File: src/rtl/ps2_pkg.sv
// Shared definitions for the PS/2 receiver: scan-code-set-2 special bytes and frame FSM states.
package ps2_pkg;

  localparam logic [7:0] E0 = 8'hE0;
  localparam logic [7:0] F0 = 8'hF0;
  localparam logic [7:0] E1 = 8'hE1;
  localparam logic [7:0] FA = 8'hFA;
  localparam logic [7:0] AA = 8'hAA;
  localparam logic [7:0] EE = 8'hEE;
  localparam logic [7:0] FE = 8'hFE;

  typedef enum logic [1:0] {
    IDLE   = 2'd0,
    DATA   = 2'd1,
    PARITY = 2'd2,
    STOP   = 2'd3
  } state_t;

  // Bytes that are acknowledgements or status replies rather than key events.
  function automatic logic is_discard(input logic [7:0] b);
    return (b == E1) || (b == FA) || (b == AA) || (b == EE) ||
           (b == FE) || (b == 8'h00) || (b == 8'hFF);
  endfunction

endpackage

File: src/rtl/ps2_filter.sv
// Two-flop synchroniser followed by a debounce: the output follows the pin only
// after FILTER consecutive samples disagree with it.
module ps2_filter #(
  parameter int FILTER = 16
) (
  input  logic clock,
  input  logic reset,
  input  logic pin,
  output logic filt
);

  localparam int CW = $clog2(FILTER + 1);

  logic [1:0]    sync;
  logic [CW-1:0] cnt;

  always_ff @(posedge clock) begin
    if (reset) begin
      sync <= 2'b11;
      filt <= 1'b1;
      cnt  <= '0;
    end else begin
      sync <= {sync[0], pin};
      if (sync[1] == filt) begin
        cnt <= '0;
      end else if (cnt == CW'(FILTER - 1)) begin
        filt <= sync[1];
        cnt  <= '0;
      end else begin
        cnt <= cnt + CW'(1);
      end
    end
  end

endmodule

File: src/rtl/ps2_rx.sv
// PS/2 device-to-host receiver: deframes 11-bit frames, folds E0/F0 prefixes
// into a single key event, and flags parity, stop-bit and timeout errors.
//
//   state  | meaning
//   IDLE   | waiting for a falling clock edge with data low (start bit)
//   DATA   | shifting in 8 data bits, LSB first
//   PARITY | next edge carries the odd-parity bit
//   STOP   | next edge carries the stop bit; byte accepted or rejected
module ps2_rx
  import ps2_pkg::*;
#(
  parameter int FILTER  = 16,
  parameter int TIMEOUT = 11200
) (
  input  logic       clock,
  input  logic       reset,
  input  logic       ps2Ck,
  input  logic       ps2D,
  output logic       strobe,
  output logic       pressed,
  output logic [7:0] code,
  output logic       ext,
  output logic       err
);

  localparam int TW = $clog2(TIMEOUT + 1);

  logic          ck_f, d_f, ck_q, fall;
  state_t        state, state_nxt;
  logic [7:0]    shreg;
  logic [2:0]    bitcnt;
  logic          par;
  logic [TW-1:0] wdog;
  logic          ext_f, brk_f;
  logic          shift_en, par_en, accept, bad, tmo;

  ps2_filter #(.FILTER(FILTER)) u_ck (
    .clock (clock),
    .reset (reset),
    .pin   (ps2Ck),
    .filt  (ck_f)
  );

  ps2_filter #(.FILTER(FILTER)) u_d (
    .clock (clock),
    .reset (reset),
    .pin   (ps2D),
    .filt  (d_f)
  );

  assign fall = ck_q & ~ck_f;

  always_ff @(posedge clock) begin
    if (reset) begin
      state <= IDLE;
      ck_q  <= 1'b1;
    end else begin
      state <= state_nxt;
      ck_q  <= ck_f;
    end
  end

  always_comb begin
    state_nxt = state;
    shift_en  = 1'b0;
    par_en    = 1'b0;
    accept    = 1'b0;
    bad       = 1'b0;
    tmo       = 1'b0;
    if (fall) begin
      case (state)
        IDLE:    if (!d_f) state_nxt = DATA;
        DATA: begin
          shift_en = 1'b1;
          if (bitcnt == 3'd7) state_nxt = PARITY;
        end
        PARITY: begin
          par_en    = 1'b1;
          state_nxt = STOP;
        end
        STOP: begin
          if (d_f && (^{shreg, par})) accept = 1'b1;
          else                        bad    = 1'b1;
          state_nxt = IDLE;
        end
        default: state_nxt = IDLE;
      endcase
    end else if (state != IDLE && wdog == TW'(1)) begin
      // Watchdog is a down-counter reloaded on every falling edge.
      tmo       = 1'b1;
      state_nxt = IDLE;
    end
  end

  always_ff @(posedge clock) begin
    if (reset) begin
      shreg   <= '0;
      bitcnt  <= '0;
      par     <= 1'b0;
      wdog    <= '0;
      ext_f   <= 1'b0;
      brk_f   <= 1'b0;
      strobe  <= 1'b0;
      pressed <= 1'b0;
      code    <= '0;
      ext     <= 1'b0;
      err     <= 1'b0;
    end else begin
      strobe <= 1'b0;
      err    <= bad | tmo;

      if (fall)                           wdog <= TW'(TIMEOUT);
      else if (state != IDLE && wdog != '0) wdog <= wdog - TW'(1);

      if (state == IDLE) bitcnt <= '0;
      if (shift_en) begin
        shreg  <= {d_f, shreg[7:1]};
        bitcnt <= bitcnt + 3'd1;
      end
      if (par_en) par <= d_f;

      if (bad || tmo) begin
        shreg <= '0;
        ext_f <= 1'b0;
        brk_f <= 1'b0;
      end

      if (accept) begin
        if (shreg == E0) begin
          ext_f <= 1'b1;
        end else if (shreg == F0) begin
          brk_f <= 1'b1;
        end else begin
          ext_f <= 1'b0;
          brk_f <= 1'b0;
          if (!is_discard(shreg)) begin
            strobe  <= 1'b1;
            pressed <= ~brk_f;
            code    <= shreg;
            ext     <= ext_f;
          end
        end
      end
    end
  end

endmodule

File: config.mk
export PLATFORM = sky130hd
export DESIGN_NAME = ps2_rx
export DESIGN_NICKNAME = d
export VERILOG_FILES = /design/src/rtl/ps2_pkg.sv /design/src/rtl/ps2_filter.sv /design/src/rtl/ps2_rx.sv
export SDC_FILE = /design/constraint.sdc
export NUM_CORES = 1
export LEC_CHECK = 0
export BUFFER_PORTS_ARGS = -buffer_cell sky130_fd_sc_hd__buf_2
export CAP_MARGIN = 20
export CORE_MARGIN = 4
export CORE_UTILIZATION = 65
export CTS_CLUSTER_DIAMETER = 40
export DETAILED_ROUTE_END_ITERATION = 12
export PLACE_DENSITY = 0.81
export SYNTH_ARGS = -nofsm -noshare
export SYNTH_HDL_FRONTEND = slang
export SYNTH_SLANG_ARGS = --single-unit
File: constraint.sdc
create_clock -name clock -period 6.2 [get_ports clock]
set_clock_uncertainty 0.1 [all_clocks]
set_input_delay 0.31 -clock clock [delete_from_list [all_inputs] [get_ports clock]]
set_output_delay 0.31 -clock clock [all_outputs]
set_load 0.03 [all_outputs]
==> results.cfg <==
[timing]
finalSetupViolCount = 0
fmaxAchievable_mhz = 355
max_slew_margin_pct = 33.9
hold_viol = 0
fin_ws_ns = 3.38
finalMaxSlewViolations = 0
worstMarginPinSlew_ns = 0.990
fin_crit_sh_pct = 45.5
period_needed_ns = 2.82
grt_setup_unrepaired = no
tns_ns = 0

[grt]
antenna_found_initial = 0
overflow = 0
grtUsageTotal_pct = 20.8
grt_pass1_vias = 1960
grt_pass1_wl_um = 8600
grt_max_degree = 49

[synth]
ys_ff_latch = 59
syn-cell-area_sq_um = 2800
yosysTopAreaCellShare_pct = 42.1
avgSynthCellArea_sq_um = 9.34
synth_most_common_cell = dfxtp_1
synth_cell_types = 51
synth-seq-area-share_pct = 42.1
yosysWarningCount = 0
synthTopCellsByArea = dfxtp_1 42%, mux2i_1 6.4%, ha_1 5.8%
syn_nets = 317
synthArstFlopShare_pct = 0
yosys.area.top_type = dfxtp_1
postSynthCellCount = 300
synth_edf_count = 0
netlist_top_cells_count = 59 x dfxtp_1, 27 x nor2_1, 22 x a21oi_1, 22 x nand2b_1, 18 x mux2i_1
synth_flop_cell = dfxtp_1

[floorplan]
die_w_um = 73.7
ios = 16
core_sq_um = 4090
rows = 23
dieArea_sq_um = 5430
start_util_pct = 68.6
die_height_um = 73.7

[run]
max_cap_violations = 0

[power_and_ir_drop]
power.density_nw_per_um2 = 228
leakage_nw = 1.13
irDropWorstVdd_uv = 269

[route]
drt_pre_antenna_iters = 4
postRouteAntennaNets = 0
drt-initial-drc-count = 98
post-route-drc-count = 0
wirelength_um = 4970
route.vias.total = 2063
via_per_inst = 5.64
wl_per_cell_um = 13.6

[critical_path]
r2r_start = shreg[2]
reg2reg_slack_ns = 3.38
crit_path_top_delay_cell = a211oi_2
slowest_delay_ns = 0.87
start_kind = register
cp.required_ns = 6.32
crit_arrival_ns = 2.94
crit_start = shreg[2]
crit_type = register to register
crit_path_end_kind = register
crit_path_max_fanout = 10
worstPathCellList = xor2_1 > xnor3_1 > mux2i_1 > a211oi_2 > mux2_1
critical_path.endpoint = pressed
reg2reg_depth = 5
r2r-end = pressed

[place]
io_buffer_count = 15
pre_cts_ws_ns = 3.41
place_hpwl_um = 3400
dp_cells = 350
place_area_sq_um = 2890
place.gp.congestion = 0.880

[cts]
htreeDepth = 3
clock_latency_ns = 0.33
cts_tree = yes
ctsLongestPathBuffers = 2
cts_hold_buffers = 0
clock_sinks = 59
cts_setup_buffers = 0
numCtsBuffers = 9
ctsResizeCount = 0
ctsRootBufferMaster = clkbuf_8
clk_pin_slew_worst_paths_ns = 0.06

[final_layout]
multi_input_area_sq_um = 1530
stdcell_area_sq_um = 3060
fin_util_pct = 74.8
final-instance-count-excl-fill = 366
syn_to_final_growth_pct = 9.11
regArea_sq_um = 1180
final_nets = 328
diodes = 0
drive_gt1_share_pct = 13.3
nFillCells = 300

[worst_hold_path]
hp-start = ps2D
hold_path.class = input port to register

[status]
status = completed
==> metal layers <==
| layer | vias to the layer above | GRT usage (%) | routed length, um |
|---|---|---|---|
| li1 | 1072 | - | - |
| met1 | 950 | 26.6 | 2510 |
| met2 | 30 | 31.7 | 2190 |
| met3 | 11 | 4.65 | 156 |
| met4 | 0 | 12.7 | 114 |
| met5 | - | 0 | 0 |
==> cell families (layout without fill, tap and decap cells) <==
group | after synthesis | count (layout) | share of synthesized area [%]
multiplexers | 19 | 19 | 6.83
flip-flops | 59 | 59 | 42.1
adder cells (fa/ha/maj) | 13 | 13 | 5.80
buffers and inverters | 24 | 40 | 3.35
XOR/XNOR | 18 | 18 | 6.65
AO/OA/AOI/OAI | 48 | 48 | 11.0
AND/OR/NAND/NOR | 119 | 119 | 24.2
==> cells in the final DEF (no fill, tap or decap), types with 2 or more instances in the layout <==
master    netlist  final
a211oi_1        5      4
xor2_1          4      4
nor4_1          2      2
nor2_1         27     27
nand2b_1       22     22
a211o_1         2      2
and3_1          3      3
nand3b_1        2      2
buf_2           3     15
mux2i_1        18     18
or4_1           3      3
clkinv_2        0      2
ha_1           13     13
a21o_1          3      3
nor3_1         11     11
nand2_1        10     10
nor3b_1         2      2
a21oi_1        22     22
nor2b_1         5      5
o21ai_1         4      4
or3_1           8      8
clkbuf_8        0     11
a31oi_1         2      2
or2_2           5      5
or4_4           2      2
xnor2_1        12     12
inv_1           9      9
or3_2           2      2
dfxtp_1        59     59
o21ai_0         4      4
clkbuf_1       11      3
nand3_1         4      4
==> sequential cells by signal, summed over array words and instances, names as in the netlist, 2 cells and up <==
signal	count
bitcnt	3
u_ck.sync	2
u_d.cnt	5
code	8
u_d.sync	2
wdog	14
u_ck.cnt	5
shreg	8
state	2
==> through the flow <==
step	hold slack, ns	power [mW]
floorplan	0.289	0.399
global placement	0.293	0.401
detailed placement	0.298	0.401
CTS	0.0512	0.704
global route	0.0594	0.723
finish	0.0616	0.698
==> worst min path at each step <==
stage               cells past startpoint            to
CTS                                     2   u_d.sync[0]
global route                            2  u_ck.sync[0]
floorplan                               1  u_ck.sync[1]
global placement                        1   u_d.sync[1]
finish                                  2   u_d.sync[0]
detailed placement                      1   u_d.sync[1]
==> area by class of cell <==
type | count | area share, %
Tap cell | 50 | 2.05
Multi-Input combinational cell | 217 | 50.1
Inverter | 9 | 1.10
Timing Repair Buffer | 15 | 2.45
Clock inverter | 2 | 0.327
Sequential cell | 59 | 38.6
Clock buffer | 14 | 5.32
==> critical path, delay by kind of cell, from the launching register on <==
kind / cells / cell delay, ns
flip-flops: 1 / 0.46
multiplexers: 2 / 0.62
XOR/XNOR: 2 / 0.66
AO/OA/AOI/OAI: 1 / 0.87
==> where the power goes <==
part	switching (mW)	total, mW	internal (mW)
clock network	0.139	0.305	0.166
registers	0.000862	0.382	0.381
logic	0.00710	0.0114	0.00428
total	0.147	0.698	0.551
Power figures use the tool's default switching activity.
